--- config.mk ---
export PLATFORM = sky130hd
export DESIGN_NAME = snespad_poll_ctrl
export DESIGN_NICKNAME = d
export VERILOG_FILES = /design/src/rtl/snespad_pkg.sv /design/src/rtl/snespad_shift_lane.sv /design/src/rtl/snespad_poll_ctrl.sv
export SDC_FILE = /design/constraint.sdc
export NUM_CORES = 1
export LEC_CHECK = 0
export ABC_AREA = 1
export CORE_MARGIN = 3
export CORE_UTILIZATION = 57
export CTS_BUF_LIST = sky130_fd_sc_hd__clkbuf_16
export CTS_CLUSTER_SIZE = 30
export DETAILED_ROUTE_END_ITERATION = 16
export PLACE_DENSITY = 0.8
export SYNTH_ARGS = -nofsm -noshare
export SYNTH_HDL_FRONTEND = slang
export SYNTH_SLANG_ARGS = --single-unit
--- constraint.sdc ---
create_clock -name clk_i -period 1.9 [get_ports clk_i]
set_input_delay 0.38 -clock clk_i [delete_from_list [all_inputs] [get_ports clk_i]]
set_output_delay 0.38 -clock clk_i [all_outputs]
set_load 0.05 [all_outputs]
--- src/rtl/snespad_pkg.sv ---
// State encoding and ns-to-clock timing helpers shared by the SNES pad poller.
// Pure declarations: no logic, no latency.
package snespad_pkg;

   typedef enum logic [2:0] {
      S_IDLE,
      S_LATCH,
      S_LOW,
      S_HIGH,
      S_DONE
   } state_t;

   // Latch phase length in units of dclock half-periods.
   localparam int LATCH_TICKS = 2;

   function automatic int ns_to_clks(input int ns, input int clk_per_ns);
      return ns / clk_per_ns;
   endfunction

   function automatic int cnt_width(input int n);
      return (n > 1) ? $clog2(n) : 1;
   endfunction

endpackage

--- src/rtl/snespad_shift_lane.sv ---
// One pad's capture register: clears on latch, stores the inverted data line at bit_idx_i on each strobe.
// Result is visible the cycle after the strobe; no backpressure.
module snespad_shift_lane
   import snespad_pkg::*;
#(
   parameter int REG_SIZE = 16,
   parameter int BIT_W    = 4
) (
   input  logic                clk_i,
   input  logic                rst_i,
   input  logic                clear_i,
   input  logic                sample_i,
   input  logic [BIT_W-1:0]    bit_idx_i,
   input  logic                sdata_i,
   output logic [REG_SIZE-1:0] word_o
);

   logic [REG_SIZE-1:0] word_q, word_d;

   always_comb begin
      word_d = word_q;
      if (clear_i) begin
         word_d = '0;
      end else if (sample_i) begin
         word_d[bit_idx_i] = ~sdata_i;
      end
   end

   always_ff @(posedge clk_i) begin
      if (rst_i) begin
         word_q <= '0;
      end else begin
         word_q <= word_d;
      end
   end

   assign word_o = word_q;

endmodule

--- src/rtl/snespad_poll_ctrl.sv ---
// Shares one SNES latch/clock bus across NPADS pads; a frame takes 2+2*REG_SIZE-1 ticks plus 2 cycles.
// Frames are offered valid/ready; an unaccepted frame is overwritten and overrun_o latches.
module snespad_poll_ctrl
   import snespad_pkg::*;
#(
   parameter int CLK_PER_NS = 40,
   parameter int NPADS      = 2,
   parameter int REG_SIZE   = 16,
   parameter int HALF_NS    = 6000,
   parameter int POLL_NS    = 16_666_667
) (
   input  logic                      clk_i,
   input  logic                      rst_i,
   input  logic                      enable_i,
   input  logic                      req_i,
   output logic                      dlatch_o,
   output logic                      dclock_o,
   input  logic [NPADS-1:0]          sdata_i,
   output logic [NPADS*REG_SIZE-1:0] pad_data_o,
   output logic                      frame_valid_o,
   input  logic                      frame_ready_i,
   output logic [NPADS-1:0]          changed_o,
   output logic                      overrun_o,
   output logic                      busy_o
);

   localparam int HALF_CLKS = ns_to_clks(HALF_NS, CLK_PER_NS);
   localparam int POLL_CLKS = ns_to_clks(POLL_NS, CLK_PER_NS);
   localparam int TICK_W    = cnt_width(LATCH_TICKS * HALF_CLKS);
   localparam int POLL_W    = cnt_width(POLL_CLKS);
   localparam int BIT_W     = cnt_width(REG_SIZE);

   localparam logic [TICK_W-1:0] HALF_LAST  = TICK_W'(HALF_CLKS - 1);
   localparam logic [TICK_W-1:0] LATCH_LAST = TICK_W'(LATCH_TICKS * HALF_CLKS - 1);
   localparam logic [POLL_W-1:0] POLL_LAST  = POLL_W'(POLL_CLKS - 1);
   localparam logic [BIT_W-1:0]  BIT_LAST   = BIT_W'(REG_SIZE - 1);

   state_t                    state_q, state_d;
   logic [TICK_W-1:0]         tick_q, tick_d;
   logic [BIT_W-1:0]          bit_q, bit_d;
   logic [POLL_W-1:0]         poll_q, poll_d;
   logic                      pending_q, pending_d;
   logic [NPADS*REG_SIZE-1:0] pad_data_q, pad_data_d;
   logic                      valid_q, valid_d;
   logic [NPADS-1:0]          changed_q, changed_d;
   logic                      overrun_q, overrun_d;

   logic                      lane_clear, lane_sample, poll_trig, start;
   logic [NPADS*REG_SIZE-1:0] lane_words;

   for (genvar k = 0; k < NPADS; k++) begin : g_lane
      snespad_shift_lane #(
         .REG_SIZE (REG_SIZE),
         .BIT_W    (BIT_W)
      ) u_lane (
         .clk_i     (clk_i),
         .rst_i     (rst_i),
         .clear_i   (lane_clear),
         .sample_i  (lane_sample),
         .bit_idx_i (bit_q),
         .sdata_i   (sdata_i[k]),
         .word_o    (lane_words[k*REG_SIZE +: REG_SIZE])
      );
   end

   always_comb begin
      state_d     = state_q;
      tick_d      = tick_q + 1'b1;
      bit_d       = bit_q;
      lane_clear  = 1'b0;
      lane_sample = 1'b0;
      case (state_q)
         S_IDLE: begin
            tick_d = '0;
            if (pending_q) state_d = S_LATCH;
         end
         S_LATCH: begin
            lane_clear = 1'b1;
            bit_d      = '0;
            if (tick_q == LATCH_LAST) state_d = S_LOW;
         end
         S_LOW: begin
            // Sample late in the low phase so the pad's output has settled.
            if (tick_q == HALF_LAST) begin
               lane_sample = 1'b1;
               state_d     = (bit_q == BIT_LAST) ? S_DONE : S_HIGH;
            end
         end
         S_HIGH: begin
            if (tick_q == HALF_LAST) begin
               bit_d   = bit_q + 1'b1;
               state_d = S_LOW;
            end
         end
         S_DONE:  state_d = S_IDLE;
         default: state_d = S_IDLE;
      endcase
      if (state_d != state_q) tick_d = '0;
   end

   // Triggers arriving mid-frame collapse into a single pending frame.
   always_comb begin
      poll_trig = enable_i && (poll_q == POLL_LAST);
      poll_d    = (!enable_i || poll_trig) ? '0 : poll_q + 1'b1;
      start     = (state_q == S_IDLE) && pending_q;
      pending_d = (pending_q && !start) || req_i || poll_trig;
   end

   always_comb begin
      pad_data_d = pad_data_q;
      valid_d    = valid_q;
      changed_d  = changed_q;
      overrun_d  = overrun_q;
      if (state_q == S_DONE) begin
         pad_data_d = lane_words;
         valid_d    = 1'b1;
         for (int k = 0; k < NPADS; k++) begin
            changed_d[k] = lane_words[k*REG_SIZE +: REG_SIZE] != pad_data_q[k*REG_SIZE +: REG_SIZE];
         end
         // A same-cycle accept consumes the old frame, so only an unaccepted one is lost.
         if (valid_q && !frame_ready_i) overrun_d = 1'b1;
      end else if (valid_q && frame_ready_i) begin
         valid_d   = 1'b0;
         changed_d = '0;
      end
   end

   always_ff @(posedge clk_i) begin
      if (rst_i) begin
         state_q    <= S_IDLE;
         tick_q     <= '0;
         bit_q      <= '0;
         poll_q     <= '0;
         pending_q  <= 1'b0;
         pad_data_q <= '0;
         valid_q    <= 1'b0;
         changed_q  <= '0;
         overrun_q  <= 1'b0;
      end else begin
         state_q    <= state_d;
         tick_q     <= tick_d;
         bit_q      <= bit_d;
         poll_q     <= poll_d;
         pending_q  <= pending_d;
         pad_data_q <= pad_data_d;
         valid_q    <= valid_d;
         changed_q  <= changed_d;
         overrun_q  <= overrun_d;
      end
   end

   assign dlatch_o      = (state_q == S_LATCH);
   assign dclock_o      = (state_q == S_HIGH);
   assign busy_o        = (state_q != S_IDLE);
   assign pad_data_o    = pad_data_q;
   assign frame_valid_o = valid_q;
   assign changed_o     = changed_q;
   assign overrun_o     = overrun_q;

endmodule

=== Word level (Yosys, flattened, before mapping) ===
Index checks and enable logic that the tools add are counted.
W data, S select, Z words.

* Flip-flop bits (word level): 104
* Input bits: 7
* Output and inout bits: 39
* Word-level logic and storage cells: 70

* Add/sub/neg operators: 3
* Magnitude comparators: 2
* Eq/ne operators: 12
* Multiplexer cells: 19
* Bitwise operators: 2
* Reduce and logical (&&, ||, !) cells: 21

{| class="wikitable"
|+ Operators by type and width
! operator !! count
|-
| $bwmux W16 || 2
|-
| $ne A16 B16 Y1 || 2
|-
| $add A19 B1 Y19 const B || 1
|-
| $eq A19 B19 Y1 const B || 1
|-
| $mux W3 || 5
|-
| $pmux W3 S4 || 1
|-
| $add A9 B1 Y9 const B || 1
|-
| $eq A9 B8 Y1 const B || 1
|-
| $eq A9 B9 Y1 const B || 1
|-
| $pmux W4 S2 || 1
|-
| $eq A3 B2 Y1 const B || 2
|-
| $logic_and A1 B1 Y1 || 6
|-
| $mux W1 || 6
|-
| $lt A4 B5 Y1 const B || 1
|-
| $add A4 B1 Y4 const B || 1
|-
| $demux W1 S4 || 1
|-
| $eq A4 B4 Y1 const B || 1
|-
| $ge A4 B1 Y1 const B || 1
|-
| $mux W2 || 2
|-
| $mux W4 || 1
|-
| $reduce_and A2 Y1 || 2
|-
| $reduce_bool A2 Y1 || 2
|-
| $reduce_or A2 Y1 || 2
|-
| $eq A3 B1 Y1 const B || 1
|-
| 9 further kinds || 14
|}

=== Logic depth before layout (Yosys ltp) ===
* Depth in word-level cells: 6
* Depth in mapped cells: 12
* Mapped depth without buffers: 12

=== By module ===
A second synthesis with hierarchy kept.

* Cells, all modules: 725
* Area, all modules: 5047.3 sq um

{| class="wikitable"
|+ By module, submodules not included
! module !! times used !! cells each !! area an instance (sq um) !! seq. area each (sq um)
|-
| snespad_poll_ctrl || 1 || 484 || 3474.6 || 1441.4
|-
| snespad_shift_lane (g_lane[0].u_lane) || 1 || 125 || 790.8 || 320.3
|-
| snespad_shift_lane (g_lane[1].u_lane) || 1 || 116 || 782.0 || 320.3
|}

=== Worst setup path before layout ===
OpenSTA, ideal clock, no wires.

* Path kind: flip-flop to flip-flop
* From: register state_q[0]
* To: register g_lane[1].u_lane.word_q[5]
* Library setup time: 0.119 ns
* Arrival: 1.791 ns
* Required time: 1.781 ns
* Path slack: -0.011 ns
* Stages on the path, launching flop included: 9
* Buffers on the path: 1
* Period minus slack after synthesis: 1.911 ns
* Cell sequence: dfxtp_1 nand2_1 nor2_1 inv_1 nand2_1 inv_2 clkbuf_1 o21ai_0 a21oi_1

* Cells in the longest elaborated chain, start to end: 3
* Elaborated cells on any way between the ends: 5
* Those cells by class: eq/ne (2); mux (2); reduce/logical (1)

{| class="wikitable"
|+ Ends and longest elaborated chain
! element !! line !! source
|-
| from (decl) || snespad_poll_ctrl.sv:38 || <nowiki>state_t state_q, state_d;</nowiki>
|-
| from (signal assigned) || snespad_poll_ctrl.sv:140 || <nowiki>state_q <= state_d;</nowiki>
|-
| $eq A3 B1 Y1 || -- ||
|-
| via dlatch_o || snespad_poll_ctrl.sv:16 || <nowiki>output logic dlatch_o,</nowiki>
|-
| $mux W1 || snespad_poll_ctrl.sv:72 || <nowiki>case (state_q)</nowiki>
|-
| $reduce_or A2 Y1 (no source line) || -- ||
|-
| to (signal assigned) || snespad_shift_lane.sv:33 || <nowiki>word_q <= word_d;</nowiki>
|-
| to (decl) || snespad_shift_lane.sv:18 || <nowiki>logic [REG_SIZE-1:0] word_q, word_d;</nowiki>
|}

The timed path passes the listed nets, and every way through them passes these cells.
A chain may end at the register's enable or synchronous reset.

=== Worst setup path in the final report ===
* From: register overrun_q, in the netlist overrun_o
* To: output overrun_o

{| class="wikitable"
|+ RTL lines
! element !! line !! source
|-
| from (decl) || snespad_poll_ctrl.sv:46 || <nowiki>logic overrun_q, overrun_d;</nowiki>
|-
| from (signal assigned) || snespad_poll_ctrl.sv:148 || <nowiki>overrun_q <= overrun_d;</nowiki>
|-
| to (decl) || snespad_poll_ctrl.sv:23 || <nowiki>output logic overrun_o,</nowiki>
|}

No word-level cell between the ends.

==> results.sh <==
export IMPL_path_clk_slew_ps=70
export IMPL_yosysWarnings=0
export IMPL_vias=4237
export IMPL_finalWirelength_um=10400
export IMPL_seq_area_frac_synth_pct=44.0
export IMPL_drv_slew=0
export IMPL_syn_inst=643
export IMPL_grt_pass1_wl_um=17500
export IMPL_cp_arrival_ps=1480
export IMPL_grt_util_all_layers_pct=22.2
export IMPL_netlist_top_cell_by_area="dfxtp_1"
export IMPL_start_util_pct=60.0
export IMPL_synth_edf_count=0
export IMPL_worstMarginPinSlew_ps=513
export IMPL_rsz0062_at_grt="false"
export IMPL_synth_top_area_share_pct=44.0
export IMPL_cp_end_kind="output port"
export IMPL_drive_above_1_share_pct=11.2
export IMPL_clockBufferDepth=2
export IMPL_htreeDepth=3
export IMPL_grt_pass1_vias=3894
export IMPL_cts_inserted_buffers=9
export IMPL_synth_avg_cell_area_um2=7.36
export IMPL_drtIter0Drc=273
export IMPL_slowest_delay_ps=800
export IMPL_critPathKind="register to output port"
export IMPL_max_cap_violations=0
export IMPL_place_detailed_hpwl_um=7290
export IMPL_yosysMostFrequentCell="dfxtp_1"
export IMPL_io_pins=46
export IMPL_rows=32
export IMPL_yosysUniqueCellTypes=31
export IMPL_grt_ovfl_total=0
export IMPL_root_buffer="clkbuf_16"
export IMPL_final_nets=705
export IMPL_crit_chain="clkdlybuf4s50_1"
export IMPL_worst_setup_path_start_kind="register"
export IMPL_worst_slack_ps=45.0
export IMPL_path_delay_family="buffers and inverters"
export IMPL_die_w_um=97.1
export IMPL_grt_max_degree=41
export IMPL_synth_fp_nets=658
export IMPL_outcome="finished clean"
export IMPL_port_buffers=45
export IMPL_finalSetupViolCount=0
export IMPL_die_y_um=97.1
export IMPL_final_setup_tns_ps=0
export IMPL_slew_headroom_pct=65.8
export IMPL_cts_tree="built"
export IMPL_hold_class="register to register"
export IMPL_post_route_period_util_pct=97.6
export IMPL_antenna_found_initial=0
export IMPL_drc=0
export IMPL_critPathSlowestCell="clkdlybuf4s50_1"
export IMPL_cp_required_ps=1520
export IMPL_postCtsHoldBufs=0
export IMPL_synth_common_cells="104 x dfxtp_1, 98 x nand2_1, 83 x nor2_1, 82 x inv_1, 79 x a21oi_1"
export IMPL_synth_seq_cells=104
export IMPL_finalClockSkew_ps=7.70
export IMPL_design_core_area_um2=7890
export IMPL_gp_congestion=0.987
export IMPL_area_growth_pct=17.9
export IMPL_max_freq_mhz=539
export IMPL_wl_per_cell_um=13.1
export IMPL_post_place_ws_ps=75.5
export IMPL_fin_crit_ps=1860
export IMPL_synthFlopType="dfxtp_1"
export IMPL_p_per_area_nw_per_um2=736
export IMPL_path_max_fanout=2
export IMPL_ant_nets=0
export IMPL_antenna_diode_count=0
export IMPL_irDropWorstVdd_mv=0.402
export IMPL_cts_sinks=104
export IMPL_async_flop_share_pct=0
export IMPL_leakage_uw=0.00239
export IMPL_syn_area_um2=4730
export IMPL_dr_pass1_iters=4
export IMPL_die_area_um2=9440
export IMPL_hold_viol=0
export IMPL_clock_latency_ps=340
export IMPL_vias_per_cell=5.32
export IMPL_worst_path_buf_inv=1
export IMPL_synth_top_cells_by_area="dfxtp_1 44%, a21oi_1 8.4%, nand2_1 7.8%"
==> power breakdown <==
part           internal, uW  total (uW)  switching, uW
sequential             2180        2190           8.19
clock                   903        1740            841
combinational          58.6         171            112
==> final timing paths <==
| check | start | to | slack [ps] | cells past startpoint |
|---|---|---|---|---|
| setup / recovery | overrun_o$_SDFFE_PP0P_ | overrun_o | 40 | 1 |
| hold / removal | tick_q[0]$_SDFF_PP0_ | tick_q[0]$_SDFF_PP0_ | 470 | 1 |
| setup reg to reg | poll_q[0]$_SDFF_PP0_ | poll_q[14]$_SDFF_PP0_ | 180 | 6 |
| hold reg to reg | tick_q[0]$_SDFF_PP0_ | tick_q[0]$_SDFF_PP0_ | 470 | 1 |
==> metal layers <==
metal	GRT usage [%]	vias to the layer above	wire [um]
met4	8.86	0	181
met3	3.95	14	485
li1	-	2162	-
met2	38.1	124	5270
met1	27.6	1937	4500
met5	0	-	0
==> flip-flops by register name, indices dropped and copies added, names as in the netlist, 2 cells and up <==
signal	flops
g_lane.u_lane.word_o	32
tick_q	9
poll_q	19
bit_q	4
pad_data_o	32
changed_o	2
state_q	3
==> cells in the final DEF (no fill, tap or decap), types with 6 or more instances in the layout <==
master,n
clkdlybuf4s50_1,7
nand3_1,21
nor3_1,9
nand2_1,98
xor2_1,37
dfxtp_1,104
ha_1,7
o21ai_1,9
inv_1,83
o21ai_0,55
nor2_1,81
buf_4,34
or2_2,6
nand4_1,7
clkbuf_16,9
a21oi_1,79
==> timing repair <==
item / CTS / global route
resized for setup: 2 / 9
pin swaps: 0 / 1
setup endpoints to repair: 2 / 18
gates cloned: 0 / 0
buffers inserted: 0 / 2
==> area by class of cell <==
type                            instances  area [um^2]
Sequential cell                       104         2080
Tap cell                              102          128
Clock inverter                          7         55.1
Timing Repair Buffer                   52          493
Fill cell                             660         2300
Multi-Input combinational cell        436         2270
Clock buffer                            9          225
Inverter                               87          327
==> cell families after synthesis <==
logic type,Yosys count,synth area share [%]
fa+ha+maj,8,2.11
xor+xnor,41,7.58
flops,104,44.0
compound gates,146,15.5
buf+inv,103,8.27
simple gates,241,22.5
==> per-stage QoR <==
stage                     cell area (um^2)  util [%]  power [uW]  hold slack [ps]  cells
after floorplan                       4740         -        2350              433    643
after global placement                5270      66.8        2410              446    779
after detailed placement              5270      66.8        2410              459    779
after CTS                             5550      70.3        4130              472    795
after global routing                  5580      70.8        4250              499    797
final                                 5580      70.8        4110              473    797
Note: power is estimated with default switching activity, not from simulation.
